**src/rtl/cdc_fifo_1clk.sv**
```systemverilog
// rtl/cdc_fifo_1clk.sv - single-clock FIFO with registered read data and full/empty flags
module cdc_fifo_1clk #(
    parameter int DATA_W = 8,
    parameter int ADDR_W = 3
) (
    input  logic              clk,
    input  logic              rst,
    input  logic              write_enable,
    input  logic [DATA_W-1:0] write_data,
    input  logic              read_enable,
    output logic [DATA_W-1:0] read_data,
    output logic              fifo_full,
    output logic              fifo_empty
);

    localparam int DEPTH = 1 << ADDR_W;

    logic [DATA_W-1:0] mem [DEPTH];
    logic [ADDR_W:0]   wptr;
    logic [ADDR_W:0]   rptr;
    logic              do_write;
    logic              do_read;

    // Extra pointer MSB distinguishes a full buffer from an empty one when the address bits match
    assign fifo_empty = (wptr == rptr);
    assign fifo_full  = (wptr[ADDR_W] != rptr[ADDR_W]) &&
                        (wptr[ADDR_W-1:0] == rptr[ADDR_W-1:0]);

    assign do_write = write_enable && !fifo_full;
    assign do_read  = read_enable && !fifo_empty;

    // Storage is deliberately left out of reset
    always_ff @(posedge clk) begin
        if (do_write) begin
            mem[wptr[ADDR_W-1:0]] <= write_data;
        end
    end

    always_ff @(posedge clk or posedge rst) begin
        if (rst) begin
            wptr      <= '0;
            rptr      <= '0;
            read_data <= '0;
        end else begin
            if (do_write) begin
                wptr <= wptr + 1'b1;
            end
            if (do_read) begin
                read_data <= mem[rptr[ADDR_W-1:0]];
                rptr      <= rptr + 1'b1;
            end
        end
    end

endmodule

```
**config.mk**
```make
export PLATFORM = sky130hd
export DESIGN_NAME = cdc_fifo_1clk
export DESIGN_NICKNAME = d
export VERILOG_FILES = /design/src/rtl/cdc_fifo_1clk.sv
export SDC_FILE = /design/constraint.sdc
export NUM_CORES = 1
export LEC_CHECK = 0
export CORE_ASPECT_RATIO = 0.7
export CORE_MARGIN = 4
export CORE_UTILIZATION = 35
export DETAILED_ROUTE_END_ITERATION = 6
export DONT_BUFFER_PORTS = 1
export PLACE_DENSITY = 0.55
export SLEW_MARGIN = 15
export SYNTH_ARGS = -nofsm -noshare
export SYNTH_HDL_FRONTEND = slang
export SYNTH_SLANG_ARGS = --single-unit
```
**constraint.sdc**
```tcl
create_clock -name clk -period 2.8 [get_ports clk]
set_input_delay 0.84 -clock clk [delete_from_list [all_inputs] [get_ports clk]]
set_output_delay 0.84 -clock clk [all_outputs]
set_load 0.005 [all_outputs]
```
Word level (Yosys, flattened, before mapping) --
Memory sizes are Yosys's and may differ from the RTL's. A register that Yosys moved wholly into a read port is not among the register bits. Cells that the tools add are included. Widths: inputs -> output; s select.
Operators by class: add/sub/neg operators 2, equal/unequal tests 3, muxes and demuxes 2, reduce and logical (&&, ||, !) cells 5
Operator list (number):
- $add 4x1->4 const B | 2
- $eq 4x4->1 | 1
- $eq 3x3->1 | 1
- $logic_and 1x1->1 | 3
- $logic_not 1->1 | 2
- $mux 1 | 2
- $ne 1x1->1 | 1
Word-level totals: register bits 8, memory bits (writable) 64, input bits 12, output and inout port bits 10, word-level logic and storage cells 15, memories 1
Memory list:
- mem | words 8, width 8, rd ports 1, clocked after Yosys merged registers in 1, wr ports 1, line 18 | logic [DATA_W-1:0] mem [DEPTH];

Logic depth before layout (Yosys ltp) --
Gate-level depths: netlist (run 1).
depth in word-level cells 6, mapped depth 6, gate-level depth less buffers 4

Worst setup path before layout (run 1) --
OpenSTA, ideal clock, no wires.
path kind register to register, start register rptr[1], end memory mem[1][0] (enable), library setup time 0.383 ns, data arrival time 1.822 ns, data required time 2.417 ns, setup slack 0.595 ns, stages on the path, launching flop included 6, buffers on the path 1, clock period less this slack 2.205 ns, cell sequence dfrtp_1 buf_4 xor2_2 o41ai_4 or2_1 nor3_1
On the way: longest elaborated chain between the ends 6
Ends and longest elaborated chain:
- start, declared | line 20 | logic [ADDR_W:0] rptr;
- start signal, assigned | line 50 | rptr <= rptr + 1'b1;
- $eq 3x3->1 | line 27 | (wptr[ADDR_W-1:0] == rptr[ADDR_W-1:0]);
- $logic_and 1x1->1 | line 26 | assign fifo_full = (wptr[ADDR_W] != rptr[ADDR_W]) &&
- $logic_not 1->1 | line 29 | assign do_write = write_enable && !fifo_full;
- $logic_and 1x1->1 | line 29
- $mux 1 | line 34 | if (do_write) begin
- $mux 1 (implied by the code) | line 35 | mem[wptr[ADDR_W-1:0]] <= write_data;
- end, declared | line 18
Every way passes these cells.

Final worst setup path (run 1) --
start register wptr[2], end memory mem[4][3] (enable)
On the way: longest elaborated chain between the ends 6
Ends and longest elaborated chain:
- start, declared | line 19 | logic [ADDR_W:0] wptr;
- start signal, assigned | line 46 | wptr <= wptr + 1'b1;
- $eq 3x3->1 | line 27
- $logic_and 1x1->1 | line 26
- $logic_not 1->1 | line 29
- $logic_and 1x1->1 | line 29
- $mux 1 | line 34
- $mux 1 (implied by the code) | line 35
Several ways; a longest one is shown, not always the timed one.

==> results.yml, run 1 <==
cts:
  root_buffer: "clkbuf_16"
  cts_sinks: 80
  clk_latency_ns: 0.33
  post_cts_buffers: 0
  holdBufCountCts: 0
  postCtsResizedCells: 0
  h-tree-depth: 3
  cts.clk_slew.worst_paths_ns: 0.06
  cts_tree: "done"
  cts_buffers: 9
  cts.path.max_buffers: 2
timing:
  post-route-period-util: 0.8812
  rsz0062_at_grt: "no"
  fin_tns_setup_ns: 0
  relSlewSlack: 0.2621
  slew_viol_final: 0
  fin_skew_ns: 0.004035
  hold_slack_ns: 0.5093
  tightest_slew_ns: 1.101
  setup_viol: 0
  max_freq_mhz: 405.3
  timing.final.crit_period_ns: 2.467
  hold_viol: 0
worst_setup_path:
  crit_type: "reg2reg"
  critPathCapture: "mem[4][3]$_DFFE_PP_"
  reg2reg_from: "wptr[2]$_DFFE_PP0P_"
  worstPathRequired_ns: 2.75
  crit_start: "wptr[2]$_DFFE_PP0P_"
  r2r_end: "mem[4][3]$_DFFE_PP_"
  cp_max_fo: 8
  rr_worst_depth: 4
  cp.arrival_ns: 2.42
  r2r_slack_ns: 0.33
  endpoint_kind: "flip-flop"
  cp-start-kind: "flip-flop"
floorplan:
  core-area_um2: 9071
  ios: 22
  rows: 29
  start_util: 0.3589
  die_h_um: 88.69
  dieArea_um2: 10930
  die_w_um: 123.3
drt:
  drc: 0
  ant_nets: 0
  routed_wl_um: 6281
  via_per_inst: 4.808
  via_count: 1481
  drt_iter0_drc: 91
  routedWlPerCell_um: 20.39
  dr.pass1.iters: 4
finish:
  fin_area_um2: 3715
  syn_to_final_growth_pct: 14.10
  drive_above_1_share: 0.2337
  layout_common_cells: "edfxtp_1, dfrtp_1, mux4_2"
  n_antenna_cell: 0
  fin_util: 0.4095
  final_common_cell: "edfxtp_1"
  fin_nets: 193
synthesis:
  ys_seq_area_frac: 0.7133
  synth_seq_cells: 80
  postSynthAreaPerCell_um2: 19.15
  synth_cell_types: 29
  syn-cell-area_um2: 3256
  yosysWarnings: 0
  netlist_instances: 170
  synth_nets: 184
pwr:
  cellLeakagePower_nw: 1.293
  power.total_mw: 4.143
  vdd_drop_max_mv: 0.4702
  p_per_area_nw_per_um2: 1115
global_routing:
  grt_max_degree: 21
  busiest_layer: "met2"
  grt_use_met3: 0.06070
  grt_pass1_wl_um: 9832
  grt_antenna_before_repair: 0
  track_usage: 0.1310
  grt-ovfl-total: 0
  grt_pass1_vias: 1649
  met2_usage: 0.2027
  met1_usage: 0.1640
flow_run:
  cap_violations: 0
placement:
  io_buffers: 0
  gp_congestion: 0.7216
  place_area_um2: 3402
  dp_hpwl_um: 4006
run_status:
  status: "completed"
hold_path:
  hold_class: "reg2reg"
[registers in the layout, summed over array words and instances (netlist names)]
register / flops
mem: 64
wptr: 4
rptr: 4
read_data: 8
[cell type report]
type	count	area [µm²]
flip-flops and latches	80	2322
multi-input cells	78	864.6
repair buffers	6	45.04
clock inverters	6	83.83
inverters	4	15.01
fillers	824	5356
well taps	124	155.1
clock buffers	10	229.0
[critical path: stages (launching register included)]
cell and delay, ns:
dfrtp_1 0.52, xor2_2 0.31, o41ai_4 0.16, nand2b_2 0.25, nor2_1 0.83
[stage by stage]
stage	setup slack, ns	cells
after floorplan	0.5948	170
after global placement	0.4438	292
after detailed placement	0.2857	292
after CTS	0.2511	308
after global routing	0.1607	308
final	0.3327	308
[Yosys cell counts, drive strengths merged]
cell type	number	share of area
inv	4	0.0046
nand2b	2	0.0046
nor3	5	0.0092
or2b	1	0.0023
mux4	16	0.11
buf	8	0.017
nand2	11	0.013
nor2	8	0.0092
o21ai	8	0.012
mux2i	8	0.025
o41ai	2	0.017
dfrtp	16	0.12
or2	2	0.0038
xnor2	2	0.0054
mux2	2	0.0092
xor2	8	0.032
edfxtp	64	0.59
ha	2	0.0077
nand3	1	0.0015
[worst min-delay path by stage]
| stage | startpoint | end | depth (start not counted) |
|---|---|---|---|
| floorplan | read_data[1]$_DFFE_PP0P_ | read_data[1]$_DFFE_PP0P_ | 2 |
| global placement | read_data[6]$_DFFE_PP0P_ | read_data[6]$_DFFE_PP0P_ | 2 |
| detailed placement | read_data[6]$_DFFE_PP0P_ | read_data[6]$_DFFE_PP0P_ | 2 |
| CTS | read_data[6]$_DFFE_PP0P_ | read_data[6]$_DFFE_PP0P_ | 2 |
| global route | read_data[6]$_DFFE_PP0P_ | read_data[6]$_DFFE_PP0P_ | 2 |
| finish | read_data[6]$_DFFE_PP0P_ | read_data[6]$_DFFE_PP0P_ | 2 |
[report_power, final]
group          internal, mW  switching (mW)
registers              1.56           0.175
clock network         0.775           0.439
logic                 0.535           0.654
total                  2.87            1.27
[cells by family (layout without fill, tap and decap cells)]
logic type / after synthesis / in the layout / share of synthesized area
mux: 26 / 26 / 0.1480
xor+xnor: 10 / 10 / 0.03728
compound gates: 10 / 10 / 0.02921
simple gates: 30 / 30 / 0.04343
buf+inv: 12 / 26 / 0.02114
fa+ha+maj: 2 / 2 / 0.007685
flops: 80 / 80 / 0.7133
[per-layer routing]
layer / wire (µm) / share of wire
met3: 392 / 0.062
met5: 0 / 0
met4: 91 / 0.014
met2: 2937 / 0.47
met1: 2859 / 0.46
(Power assumes the default switching activity.)
==> run 2, diff against run 1 <==
SKIP_CTS_REPAIR_TIMING = 1   (was not set)
==> results of run 2 <==
Same layout as run 1: the final DEF is identical, and so are final timing and power.
